===== src/rtl/pipe_arb_pkg.sv =====
// Shared definitions for the pipelined round-robin arbiter.
//
// Contents:
//   NREQ_DEF, IDW_DEF, DW_DEF  default requester count, grant-id width, payload width
//   rr_mask(ptr)               bit i set for every requester index strictly above ptr
//   onehot2idx(oh)             converts a one-hot vector (up to 8 bits) to its index
//
// The payload width defaults to the DATAWIDTH macro when the build provides it.
// Otherwise it falls back to 32.

`ifndef DATAWIDTH
`define DATAWIDTH 32
`endif

package pipe_arb_pkg;

    localparam int NREQ_DEF = 4;
    localparam int IDW_DEF  = 3;
    localparam int DW_DEF   = `DATAWIDTH;

    // Requesters that come after ptr in rotation order, before the wrap back to 0.
    function automatic logic [7:0] rr_mask(input logic [2:0] ptr);
        logic [7:0] m;
        m = '0;
        for (int i = 0; i < 8; i++) begin
            m[i] = (i > int'(ptr));
        end
        return m;
    endfunction

    function automatic logic [2:0] onehot2idx(input logic [7:0] oh);
        logic [2:0] idx;
        idx = '0;
        for (int i = 0; i < 8; i++) begin
            if (oh[i]) begin
                idx = idx | 3'(i);
            end
        end
        return idx;
    endfunction

endpackage


===== src/rtl/pipe_rr_arbiter_rr_pick.sv =====
// rr_pick: combinational rotate-priority encoder.
//
// Ports:
//   req  in   NREQ  request vector
//   ptr  in   IDW   index of the last winner; the search starts at ptr+1 and wraps
//   gnt  out  NREQ  one-hot grant (zero when req is zero)
//   idx  out  IDW   index of the granted bit
//   any  out  1     at least one request is present

module rr_pick
    import pipe_arb_pkg::*;
#(
    parameter int NREQ = NREQ_DEF,
    parameter int IDW  = IDW_DEF
) (
    input  logic [NREQ-1:0] req,
    input  logic [IDW-1:0]  ptr,
    output logic [NREQ-1:0] gnt,
    output logic [IDW-1:0]  idx,
    output logic            any
);

    logic [7:0] req8;
    logic [7:0] hi;
    logic [7:0] cand;
    logic [7:0] oh;

    // Prefer requests above ptr. If none exist, the wrapped search is just the
    // lowest set bit of the full vector. That case also covers ptr itself, which
    // is checked last.
    always_comb begin
        req8 = 8'(req);
        hi   = req8 & rr_mask(3'(ptr));
        cand = (hi != 8'd0) ? hi : req8;
        oh   = cand & (~cand + 8'd1);
        gnt  = oh[NREQ-1:0];
        idx  = IDW'(onehot2idx(oh));
        any  = |req;
    end

endmodule


===== src/rtl/pipe_rr_arbiter.sv =====
// pipe_rr_arbiter: shares one pipeline-stage input among NREQ requesters using
// round-robin arbitration. One output register slot holds the granted beat.
//
// Ports:
//   clk        in   1        clock, posedge
//   rst_n      in   1        synchronous active-low reset
//   flush      in   1        drop the held beat and accept nothing this cycle
//   req_valid  in   NREQ     per-requester valid
//   req_data   in   NREQ*DW  packed payloads; requester i at [i*DW +: DW]
//   req_lock   in   NREQ     (only with PIPE_ARB_LOCK_EN) keep the grant on this requester
//   req_allow  out  NREQ     per-requester allow, one-hot or zero
//   out_valid  out  1        held beat valid
//   out_data   out  DW       held payload
//   out_id     out  IDW      requester that supplied the held beat
//   out_allow  in   1        downstream takes the held beat this cycle
//
// Build option: define PIPE_ARB_LOCK_EN to add req_lock and locked re-grant.

module pipe_rr_arbiter
    import pipe_arb_pkg::*;
#(
    parameter int NREQ = NREQ_DEF,
    parameter int DW   = DW_DEF,
    parameter int IDW  = IDW_DEF
) (
    input  logic              clk,
    input  logic              rst_n,
    input  logic              flush,
    input  logic [NREQ-1:0]   req_valid,
    input  logic [NREQ*DW-1:0] req_data,
`ifdef PIPE_ARB_LOCK_EN
    input  logic [NREQ-1:0]   req_lock,
`endif
    output logic [NREQ-1:0]   req_allow,
    output logic              out_valid,
    output logic [DW-1:0]     out_data,
    output logic [IDW-1:0]    out_id,
    input  logic              out_allow
);

    logic [IDW-1:0]  ptr;
    logic [NREQ-1:0] eff_req;
    logic [NREQ-1:0] gnt;
    logic [IDW-1:0]  gnt_idx;
    logic            gnt_any;
    logic            slot_free;
    logic            grant_en;
    logic            transfer;
    logic [DW-1:0]   sel_data;

`ifdef PIPE_ARB_LOCK_EN
    logic            locked;

    // While locked, ptr still names the last winner, so it doubles as the lock owner.
    always_comb begin
        eff_req = req_valid;
        if (locked) begin
            eff_req = req_valid & (NREQ'(1) << ptr);
        end
    end
`else
    always_comb begin
        eff_req = req_valid;
    end
`endif

    rr_pick #(
        .NREQ (NREQ),
        .IDW  (IDW)
    ) u_pick (
        .req  (eff_req),
        .ptr  (ptr),
        .gnt  (gnt),
        .idx  (gnt_idx),
        .any  (gnt_any)
    );

    // The slot can take a new beat when it is empty or is being drained this cycle.
    // This gives back-to-back throughput with no bubble.
    always_comb begin
        slot_free = !out_valid || out_allow;
        grant_en  = slot_free && !flush;
        req_allow = grant_en ? gnt : '0;
        transfer  = grant_en && gnt_any;
    end

    always_comb begin
        sel_data = '0;
        for (int i = 0; i < NREQ; i++) begin
            if (gnt[i]) begin
                sel_data = req_data[i*DW +: DW];
            end
        end
    end

    // Flush wins over out_allow. ptr only moves on an actual transfer.
    always_ff @(posedge clk) begin
        if (!rst_n) begin
            out_valid <= 1'b0;
            out_id    <= '0;
            ptr       <= IDW'(NREQ - 1);
`ifdef PIPE_ARB_LOCK_EN
            locked    <= 1'b0;
`endif
        end else if (flush) begin
            out_valid <= 1'b0;
`ifdef PIPE_ARB_LOCK_EN
            locked    <= 1'b0;
`endif
        end else if (transfer) begin
            out_valid <= 1'b1;
            out_id    <= gnt_idx;
            ptr       <= gnt_idx;
`ifdef PIPE_ARB_LOCK_EN
            locked    <= req_lock[gnt_idx];
`endif
        end else if (out_allow) begin
            out_valid <= 1'b0;
        end
    end

    // The payload register has no reset; out_valid qualifies it.
    always_ff @(posedge clk) begin
        if (rst_n && transfer) begin
            out_data <= sel_data;
        end
    end

endmodule

===== config.mk =====
export PLATFORM = sky130hd
export DESIGN_NAME = pipe_rr_arbiter
export DESIGN_NICKNAME = d
export VERILOG_FILES = /design/src/rtl/pipe_arb_pkg.sv /design/src/rtl/pipe_rr_arbiter_rr_pick.sv /design/src/rtl/pipe_rr_arbiter.sv
export SDC_FILE = /design/constraint.sdc
export NUM_CORES = 1
export LEC_CHECK = 0
export CAP_MARGIN = 30
export CORE_UTILIZATION = 28
export CTS_CLUSTER_DIAMETER = 100
export DETAILED_ROUTE_END_ITERATION = 10
export GPL_ROUTABILITY_DRIVEN = 0
export PLACE_DENSITY = 0.61
export RECOVER_POWER = 25
export SLEW_MARGIN = 15
export SYNTH_ARGS = -nofsm -noshare
export SYNTH_HDL_FRONTEND = slang
export SYNTH_SLANG_ARGS = --single-unit

===== constraint.sdc =====
create_clock -name clk -period 6.2 [get_ports clk]
set_clock_uncertainty 0.15 [all_clocks]
set_input_delay 1.24 -clock clk [delete_from_list [all_inputs] [get_ports clk]]
set_output_delay 1.24 -clock clk [all_outputs]
set_load 0.05 [all_outputs]

[Yosys cells after proc, flatten, opt, wreduce, memory -nomap -nowiden]
Index checks and enable logic that the tools add are counted.
Operators by class
  reductions and logical operators: 11
  bitwise operators: 5
  add/subtract/negate cells: 1
  muxes and demuxes: 15
  $lt $le $gt $ge: 7
Operators with widths (number)
  2-to-1 mux 32 bit: 4
  > comparator 3 bit, first input constant: 4
  2-to-1 mux 3 bit: 4
  adder 8 x 1 -> 8 bit, second input constant: 1
  AND 4 x 8 -> 8 bit: 1
  AND 8 bit: 1
  2-to-1 mux 8 bit: 1
  NOT 8 bit: 1
  nonzero test 8 bit: 1
  > comparator 2 x 3 -> 1 bit, first input constant: 2
  2-to-1 mux 2 bit: 2
  2-to-1 mux 4 bit: 1
  OR reduction 4 bit: 1
  > comparator 1 x 3 -> 1 bit, first input constant: 1
  logical AND 1 bit: 3
  2-to-1 mux 1 bit: 3
  logical NOT 1 bit: 2
  NOT 1 bit: 2
  AND reduction 2 bit: 1
  nonzero test 2 bit: 1
  OR reduction 2 bit: 1
  logical OR 1 bit: 1
Word-level totals
  output and inout port bits: 40
  logic and storage cells: 43
  register bits after elaboration: 39
  input bits: 136

[Logic depth before layout (Yosys ltp)]
  depth after elaboration: 14
  mapped depth: 7
  depth with buffers taken out: 4

[Hierarchy]
From an unflattened synthesis, not the netlist that was laid out.
Second synthesis, totals
  cells, all modules: 205
  area total of the unflattened synthesis: 2189.6 um2
By module, submodules not included
  pipe_rr_arbiter: seq. area each 1081.0 um2, area each 2026.9 um2, instances 1, cells each 184
  rr_pick: seq. area each 0.0 um2, area each 162.7 um2, instances 1, cells each 21

[Worst setup path before layout]
Ideal clock, no wire load.
  path type: input -> output
  start point: in req_valid[3]
  end point: out req_allow[0]
  path buffers: 2
  slack: 2.060 ns
  arrival time: 2.750 ns
  stages: 5
  data required time: 4.810 ns
  path through: buf_2 -> o21bai_1 -> clkbuf_1 -> nand3_1 -> nor2_1
On the way
  word-level cells in the longest chain between the ends: 7
RTL lines
  from (decl): RTL line pipe_rr_arbiter.sv:29  | input logic [NREQ-1:0] req_valid,
  AND 4 x 8 -> 8 bit (*): RTL line pipe_rr_arbiter_rr_pick.sv:33  | hi = req8 & rr_mask(3'(ptr));
  nonzero test 8 bit (*): RTL line pipe_rr_arbiter_rr_pick.sv:34  | cand = (hi != 8'd0) ? hi : req8;
  2-to-1 mux 8 bit (*): RTL line pipe_rr_arbiter_rr_pick.sv:34
  NOT 8 bit: RTL line pipe_rr_arbiter_rr_pick.sv:35  | oh = cand & (~cand + 8'd1);
  adder 8 x 1 -> 8 bit: RTL line pipe_rr_arbiter_rr_pick.sv:35
  AND 8 bit (*): RTL line pipe_rr_arbiter_rr_pick.sv:35
  2-to-1 mux 4 bit (*): RTL line pipe_rr_arbiter.sv:83  | req_allow = grant_en ? gnt : '0;
  to (decl): RTL line pipe_rr_arbiter.sv:34  | output logic [NREQ-1:0] req_allow,
Every way passes the cells marked *; elsewhere a longest branch is shown, timed or not.

[Worst setup path after layout]
  start point: in req_valid[0]
  end point: out req_allow[3]
On the way
  word-level cells in the longest chain between the ends: 7
RTL lines (RTL line)
  AND 4 x 8 -> 8 bit: pipe_rr_arbiter_rr_pick.sv:33
  nonzero test 8 bit: pipe_rr_arbiter_rr_pick.sv:34
  2-to-1 mux 8 bit (*): pipe_rr_arbiter_rr_pick.sv:34
  NOT 8 bit: pipe_rr_arbiter_rr_pick.sv:35
  adder 8 x 1 -> 8 bit: pipe_rr_arbiter_rr_pick.sv:35
  AND 8 bit (*): pipe_rr_arbiter_rr_pick.sv:35
  2-to-1 mux 4 bit (*): pipe_rr_arbiter.sv:83
Marked as above.

==> impl_metrics.py <==
metrics = {
    "critical_path": {
        "rrSetupSlack_ns": 3.59,
        "crit_slowest_cell": "clkdlybuf4s50_1",
        "critPathTopFamily": "buffers and inverters",
        "start_kind": "primary input",
        "r2r-start": "ptr[1]",
        "critPathBufInv": 2,
        "crit_path_end_kind": "output port",
        "r2r_cells": 6,
        "worstPathCellList": "clkdlybuf4s50_1 > nor2_1 > o211a_1 > nor2_1 > nor2_1 > clkdlybuf4s50_1",
        "crit_fanout": 15,
        "arrival_ns": 3.49,
        "crit_required_ns": 4.81,
        "worstSetupPathType": "primary input to output port",
        "crit_top_cell": "nor2_1",
        "r2r-end": "out_data[0]",
        "slowest_delay_ns": 0.76,
    },
    "pwr": {
        "p_clk_frac": 0.193,
        "power.density_mw_per_mm2": 187,
        "leakage_nw": 1.81,
        "swShare": 0.343,
        "p_comb_frac": 0.444,
        "ir_drop_mv": 0.0807,
        "p_int_mw": 0.560,
        "p_seq_frac": 0.364,
        "p_sw_mw": 0.292,
    },
    "final_layout": {
        "final_nets": 565,
        "layoutNonFillerInstCount": 541,
        "area_delta_synth_final_pct": 72.4,
        "drive_gt1_frac": 0.119,
        "antenna_cells": 0,
    },
    "cts": {
        "cts.sinks": 37,
        "clk_latency_ns": 0.28,
        "tritoncts": "built",
        "cts_buffers": 5,
        "clkSlewWorstSetupHoldPaths_ns": 0.07,
        "cts-htree-levels": 2,
        "ctsHoldBuffers": 0,
        "cts-resized-gates": 0,
        "post_cts_buffers": 0,
        "cts-root-buf": "clkbuf_8",
        "cts_buffer_depth": 2,
    },
    "global_routing": {
        "gr-max-usage-layer": "met2",
        "grt_pass1_vias": 2607,
        "grt_max_degree": 36,
        "antenna_found_initial": 0,
        "grt_use_total": 0.179,
        "overflow": 0,
        "use_met1": 0.201,
        "met2_usage": 0.343,
        "grt_util_met3": 0.0365,
        "grt_first_pass_wirelength_um": 13600,
    },
    "routing": {
        "ant_nets": 0,
        "dr.pass1.iters": 4,
        "vias": 2730,
        "first_iter_violations": 66,
        "drc": 0,
        "post_drt_wl_per_cell_um": 16.9,
        "routed_via_density": 5.05,
        "wl_um": 9130,
    },
    "synthesis": {
        "synth_area_mm2": 0.00265,
        "synth_top_cell_area_share": 0.363,
        "synth.most_common_cell": "nor2_1",
        "syn_inst": 266,
        "yosys-top-cells-count": "nor2_1, inv_1, a22oi_1, and3_1, edfxtp_1",
        "synth_area_leader_cell": "edfxtp_1",
        "synth_nets": 402,
        "synth_cell_types": 35,
        "synth_edf_count": 32,
        "ys.flop_type": "edfxtp_1",
        "yosys_warnings": 0,
        "ys_seq_area_frac": 0.400,
        "avgSynthCellArea_um2": 9.96,
        "synthTopCellsByArea": "edfxtp_1, a221oi_2, a22oi_1, and3_1, nor2_1",
        "synth_seq_cells": 37,
        "async_reset_ff_frac": 0,
    },
    "sta": {
        "whs_ns": 0.374,
        "setup_ws_ns": 1.32,
        "setup_tns_ns": 0,
        "timing.final.crit_period_ns": 4.88,
        "hold_viol": 0,
        "setup_viol_count_final": 0,
        "finalCritPeriodShare": 0.787,
        "slew_headroom": 0.463,
        "fmax_ghz": 0.205,
        "tightestPinTransition_ns": 0.800,
        "maxSlewViolCount": 0,
        "rsz0062_at_grt": "no",
    },
    "die": {
        "initial_utilization": 0.288,
        "row_count": 35,
        "die_h_um": 99.3,
        "dieArea_mm2": 0.00986,
        "die_x_um": 99.3,
        "io_pins": 176,
        "core_area_mm2": 0.00920,
    },
    "worst_hold_path": {
        "hold_path_class": "flip-flop to flip-flop",
        "min_to": "out_valid",
        "min_path_cells": 2,
        "hold_start": "out_valid",
    },
    "placed_design": {
        "placedCellCount": 533,
        "dp.final_hpwl_um": 6680,
        "io_buffers": 174,
        "place_ws_ns": 1.35,
    },
    "job": {
        "max_cap_viol_count": 0,
    },
    "run_status": {
        "status": "finished, final reports clean",
    },
}
-- tightest hold or removal path: cells and delay by family (launching register included) --
family / cells / cell delay [ns]
flops: 1 / 0.33
compound gates: 1 / 0.06
simple gates: 1 / 0.10
-- power by group through the flow --
stage / Clock (mW) / Sequential (mW) / Combinational (mW)
floorplan: 0 / 0.377 / 0.166
global route: 0.179 / 0.313 / 0.404
detailed placement: 0 / 0.316 / 0.386
finish: 0.164 / 0.310 / 0.378
global placement: 0 / 0.316 / 0.376
CTS: 0.170 / 0.311 / 0.386
-- kinds of logic (layout without fill, tap and decap cells) --
kind of cell,count (synthesis),in the layout,share of synthesized area
AO/OA/AOI/OAI,82,82,0.319
buffers and inverters,59,223,0.106
flip-flops,37,37,0.400
other,1,1,0.00142
AND/OR/NAND/NOR,87,87,0.173
-- layer usage --
metal	up-vias	share of wire
met4	0	0.0090
met2	99	0.54
met3	4	0.058
li1	1328	-
met5	-	0
met1	1299	0.40
-- layout make-up --
type                       count  area (µm²)
timing repair buffer         182        1830
inverter                      33         124
sequential                    37        1060
clock buffer                   5        68.8
tap                          111         139
multi-input combinational    170        1330
clock inverter                 3        12.5
fill                         904        4630
-- how the worst max path moves through the flow --
stage,start,to,slack [ns],cells past startpoint
finish,req_valid[0],req_allow[3],1.32,6
floorplan,req_valid[3],req_allow[0],2.06,5
global route,req_valid[0],req_allow[3],1.21,6
global placement,req_valid[0],req_allow[3],1.35,6
detailed placement,req_valid[0],req_allow[3],1.35,6
CTS,req_valid[0],req_allow[3],1.34,6
-- layout by cell type, fill, tap and decap left out, types with 2 or more instances in the layout --
| cell type | Yosys | routed |
|---|---|---|
| clkdlybuf4s50_1 | 0 | 147 |
| a221oi_2 | 30 | 30 |
| a22oi_1 | 32 | 32 |
| and3_1 | 32 | 32 |
| edfxtp_1 | 32 | 32 |
| a221oi_1 | 2 | 2 |
| nor2_1 | 38 | 38 |
| o21ai_0 | 3 | 3 |
| nor3b_1 | 2 | 2 |
| o21bai_2 | 0 | 2 |
| dfxtp_1 | 5 | 5 |
| buf_12 | 0 | 2 |
| a31oi_1 | 2 | 2 |
| clkinv_1 | 0 | 2 |
| dlygate4sd3_1 | 0 | 27 |
| inv_1 | 33 | 33 |
| a41oi_1 | 2 | 2 |
| nand2b_1 | 4 | 4 |
| clkbuf_8 | 0 | 5 |
| nor2b_1 | 3 | 3 |
| a21oi_1 | 2 | 2 |
| buf_4 | 4 | 5 |
-- registers in the layout, indices dropped and copies added (netlist names) --
| register | cells |
|---|---|
| ptr | 2 |
| out_id | 2 |
| out_data | 32 |
| out_valid | 1 |
-- stage by stage --
stage / instance area (µm²) / total power [mW] / util
3_5_place_dp: 4490 / 0.702 / 0.488
3_3_place_gp: 4460 / 0.692 / 0.484
4_1_cts: 4570 / 0.867 / 0.497
6_report: 4570 / 0.853 / 0.497
2_1_floorplan: 2650 / 0.543 / -
5_1_grt: 4570 / 0.895 / 0.497
Power figures use the tool's default switching activity.
